**src/rtl/ext_pkg.sv**
```systemverilog
// Shared CPU datapath control encodings used by the decode and execute stages.
// Extension-mode select codes live here alongside ALU and writeback selects.
package ext_pkg;

  localparam int XLEN = 32;
  localparam int IMM_W = 16;

  localparam logic [1:0] EXT_ZERO = 2'b00;
  localparam logic [1:0] EXT_SIGN = 2'b01;
  localparam logic [1:0] EXT_LUI  = 2'b10;
  localparam logic [1:0] EXT_BR   = 2'b11;

  localparam logic [3:0] ALU_ADD = 4'h0;
  localparam logic [3:0] ALU_SUB = 4'h1;
  localparam logic [3:0] ALU_AND = 4'h2;
  localparam logic [3:0] ALU_OR  = 4'h3;
  localparam logic [3:0] ALU_XOR = 4'h4;
  localparam logic [3:0] ALU_SLT = 4'h5;
  localparam logic [3:0] ALU_SLL = 4'h6;
  localparam logic [3:0] ALU_SRL = 4'h7;
  localparam logic [3:0] ALU_SRA = 4'h8;

  localparam logic [1:0] WB_ALU = 2'b00;
  localparam logic [1:0] WB_MEM = 2'b01;
  localparam logic [1:0] WB_PC4 = 2'b10;

  function automatic logic [XLEN-1:0] sext16(input logic [IMM_W-1:0] v);
    return {{(XLEN-IMM_W){v[IMM_W-1]}}, v};
  endfunction

endpackage

```
**src/rtl/ext.sv**
```systemverilog
// Immediate extender: combinational imm32 (0 cycles) plus registered imm32_q (1 cycle).
// No backpressure, every in_valid is captured. EXT_BRANCH_SHIFT_EN enables ExtOp=11 branch offsets.
module ext
  import ext_pkg::*;
#(
  parameter logic [31:0] RESET_VAL = 32'h0000_0000
) (
  input  logic        clk,
  input  logic        reset,
  input  logic [15:0] imm16,
  input  logic [1:0]  ExtOp,
  input  logic        in_valid,
  output logic [31:0] imm32,
  output logic [31:0] imm32_q,
  output logic        out_valid
);

  // An unknown ExtOp falls to the default arm so X reaches the outputs.
  always_comb begin
    imm32 = 'x;
    case (ExtOp)
      EXT_ZERO: imm32 = {16'h0000, imm16};
      EXT_SIGN: imm32 = sext16(imm16);
      EXT_LUI:  imm32 = {imm16, 16'h0000};
      EXT_BR: begin
`ifdef EXT_BRANCH_SHIFT_EN
        imm32 = {{14{imm16[15]}}, imm16, 2'b00};
`else
        imm32 = 32'h0000_0000;
`endif
      end
      default:  imm32 = 'x;
    endcase
  end

  always_ff @(posedge clk or posedge reset) begin
    if (reset) begin
      imm32_q   <= RESET_VAL;
      out_valid <= 1'b0;
    end else begin
      if (in_valid) imm32_q <= imm32;
      out_valid <= in_valid;
    end
  end

endmodule

```
**config.mk**
```make
export PLATFORM = sky130hd
export DESIGN_NAME = ext
export DESIGN_NICKNAME = d
export VERILOG_FILES = /design/src/rtl/ext_pkg.sv /design/src/rtl/ext.sv
export SDC_FILE = /design/constraint.sdc
export NUM_CORES = 1
export LEC_CHECK = 0
export CORE_MARGIN = 2
export CORE_UTILIZATION = 39
export CTS_CLUSTER_SIZE = 20
export DETAILED_ROUTE_END_ITERATION = 8
export PLACE_DENSITY_LB_ADDON = 0.12
export SYNTH_ARGS = -nofsm -noshare
export SYNTH_HDL_FRONTEND = slang
export SYNTH_SLANG_ARGS = --single-unit
```
**constraint.sdc**
```tcl
create_clock -name clk -period 1.65 [get_ports clk]
set_input_delay 0.4125 -clock clk [delete_from_list [all_inputs] [get_ports clk]]
set_output_delay 0.4125 -clock clk [all_outputs]
set_load 0.02 [all_outputs]
```
==> flow_metrics.py, run 1 <==
metrics = {
    "outcome": {
        "outcome": "complete, no violations",
    },
    "timing": {
        "worst_pin_slew_ns": 0.341,
        "hold_ws_ns": 0.455,
        "rsz0062_at_grt": "true",
        "final-hold-violation-count": 0,
        "post-route-min-period_ns": 1.63,
        "slew_headroom": 0.773,
        "maxSlewViolCount": 0,
        "max_freq_ghz": 0.612,
        "min_period_over_period": 0.990,
        "final-setup-viol-count": 0,
        "fin_worst_skew_ns": 0,
    },
    "power_and_ir_drop": {
        "p_clk_frac": 0.252,
        "internal-power_mw": 1.49,
        "vdd_ir_drop_max_uv": 572,
        "power_density_nw_per_um2": 773,
        "leakagePower_nw": 1.74,
        "switching_share": 0.302,
        "combPwrFrac": 0.320,
        "switchingPower_uw": 643,
        "seq_power_share": 0.429,
    },
    "synth": {
        "synth_area_per_cell_sq_um": 12.3,
        "synthDistinctLibCells": 16,
        "syn_area_sq_um": 1640,
        "syn_inst": 133,
        "syn_nets": 154,
        "yosysWarnings": 0,
        "synth-seq-cells": 33,
        "synth-seq-area-share": 0.505,
    },
    "setup_path": {
        "worstReg2RegEnd": "imm32_q[16]$_DFFE_PP0P_",
        "crit_path_end_kind": "output port",
        "cp.required_ns": 1.24,
        "crit_arrival_ns": 1.22,
        "crit_path_start": "ExtOp[1]",
        "r2r_setup_slack_ns": 0.72,
        "cp-start-kind": "primary input",
        "crit_type": "in2out",
        "r2r_cells": 2,
        "crit_end": "imm32[15]",
        "crit_fanout": 13,
        "r2r_start": "imm32_q[16]$_DFFE_PP0P_",
    },
    "grt": {
        "grt.total_usage": 0.205,
        "first_global_vias": 1411,
        "antenna_found_initial": 0,
        "overflow": 0,
        "grt_max_degree": 30,
        "grt_pass1_wl_mm": 6.93,
    },
    "layout": {
        "design_area_sq_um": 2760,
        "antenna_cells": 0,
        "fin_cells": 282,
        "drive_above_1_share": 0.409,
        "syn_to_final_growth_pct": 68.6,
        "nets": 254,
    },
    "drt": {
        "via_count": 1452,
        "drt_iter0_drc": 79,
        "ant_nets": 0,
        "viasPerCell": 5.15,
        "routedWlPerCell_um": 17.2,
        "firstDrtPassIters": 4,
        "drc_errors": 0,
        "wl_mm": 4.86,
    },
    "placed_design": {
        "io_buffers": 85,
        "globalplace.congestion": 0.732,
        "placed_area_sq_um": 2610,
        "hpwl_mm": 3.39,
        "numPlacedInstances": 274,
    },
    "die": {
        "die_h_um": 68.8,
        "io_pins": 86,
        "initial_core_util": 0.406,
        "dieArea_sq_um": 4730,
        "rows": 23,
        "die_w_um": 68.8,
        "coreArea_sq_um": 4030,
    },
    "clock_tree": {
        "root_buffer": "clkbuf_8",
        "post-cts-setup-buffers": 0,
        "cts_max_level": 2,
        "hold_buffers": 0,
        "cts_buffer_depth": 2,
        "cts_tree": "built",
        "path_clk_slew_ns": 0.06,
        "clock-sinks": 33,
        "cts_made_buffers": 5,
        "clock_latency_ns": 0.27,
    },
    "run": {
        "maxCapViolations": 0,
    },
    "worst_hold_path": {
        "hp-class": "in2reg",
        "holdCritStartpoint": "imm16[15]",
    },
}
placed cells by master, fill, tap and decap left out, types with 4 or more instances in the layout:
cell type        instances
dlygate4sd2_1           21
mux2_2                  13
buf_2                    4
nor2b_1                 16
dfrtp_1                 33
nor2b_4                 14
clkbuf_8                 5
dlymetal6s2s_1          24
a311o_1                 15
buf_4                   46
clkdlybuf4s50_1          4
a21o_1                  15
cells by family after synthesis:
family | synth area share
simple gates | 0.142
flops | 0.505
compound gates | 0.165
mux | 0.110
buf+inv | 0.0727
xor+xnor | 0.00536
how the worst min path moves through the flow:
| stage | to | slack, ns | depth (start not counted) |
|---|---|---|---|
| 6_report | imm32_q[31]$_DFFE_PP0P_ | 0.45 | 3 |
| 5_1_grt | imm32_q[31]$_DFFE_PP0P_ | 0.46 | 3 |
| 4_1_cts | imm32_q[15]$_DFFE_PP0P_ | 0.46 | 3 |
| 3_5_place_dp | imm32_q[12]$_DFFE_PP0P_ | 0.48 | 1 |
| 3_3_place_gp | imm32_q[11]$_DFFE_PP0P_ | 0.47 | 1 |
| 2_1_floorplan | out_valid$_DFF_PP0_ | 0.44 | 0 |
flip-flops by register name (all words and copies together), names as in the netlist:
register   cells
imm32_q       32
out_valid      1
power by group through the flow:
stage	clock [mW]	sequential (mW)	combinational, mW
after detailed placement	0	0.931	0.706
after floorplan	0	1.02	0.255
final	0.537	0.914	0.681
after CTS	0.558	0.916	0.689
after global routing	0.594	0.921	0.725
after global placement	0	0.926	0.695
final cells by class:
cell class,count,area [sq um]
clock buffer,5,68.8
sequential,33,826
multi-input combinational,87,833
timing repair buffer,104,955
fill,325,1270
clock inverter,1,5.00
tap,50,62.6
inverter,2,7.51
through the flow:
stage               TNS [ns]  worst slack [ns]  power, mW   util
floorplan                  0            0.0739       1.27      -
global placement      -26.47            -0.844       1.62  0.647
detailed placement    -28.36            -0.874       1.64  0.647
CTS                  -0.0293           -0.0253       2.16  0.663
global route         -0.0188           -0.0188       2.24  0.684
finish                     0            0.0170       2.13  0.684
routing by layer:
layer	GRT usage	share of wire	vias up
li1	-	-	675
met1	0.254	0.40	713
met2	0.349	0.52	62
met3	0.0666	0.079	2
met4	0.0466	0.0027	0
met5	0	0	-
Yosys cell counts (all sizes together):
cell type  instances  area, sq um
dfrtp             33          826
nor2b             32          200
mux2              16          180
a21o              15          113
a311o             15          150
buf               14          111
inv                2         7.51
and2b              1         10.0
and3b              1         8.76
and4b              1         10.0
nand2              1         3.75
o22ai              1         6.26
xnor2              1         8.76
repair_timing:
action | in CTS | in global routing
pin swaps | 1 | 0
endpoints found under the setup margin | 52 | 41
gates cloned | 2 | 1
resized for setup | 223 | 31
worst max-delay path, stage by stage:
cell,delay [ns]
buf_4,0.14
buf_4,0.24
nor2b_2,0.16
clkdlybuf4s15_2,0.27
(Power assumes the default switching activity.)
==> run 2: changes to the inputs <==
--- a/config.mk
+++ b/config.mk
@@ -5,6 +5,7 @@
 export SDC_FILE = /design/constraint.sdc
 export NUM_CORES = 1
 export LEC_CHECK = 0
+export CAP_MARGIN = 10
 export CORE_MARGIN = 2
 export CORE_UTILIZATION = 39
 export CTS_CLUSTER_SIZE = 20
==> results of run 2 <==
The final DEF is identical to that of run 1; final timing and power are the same.
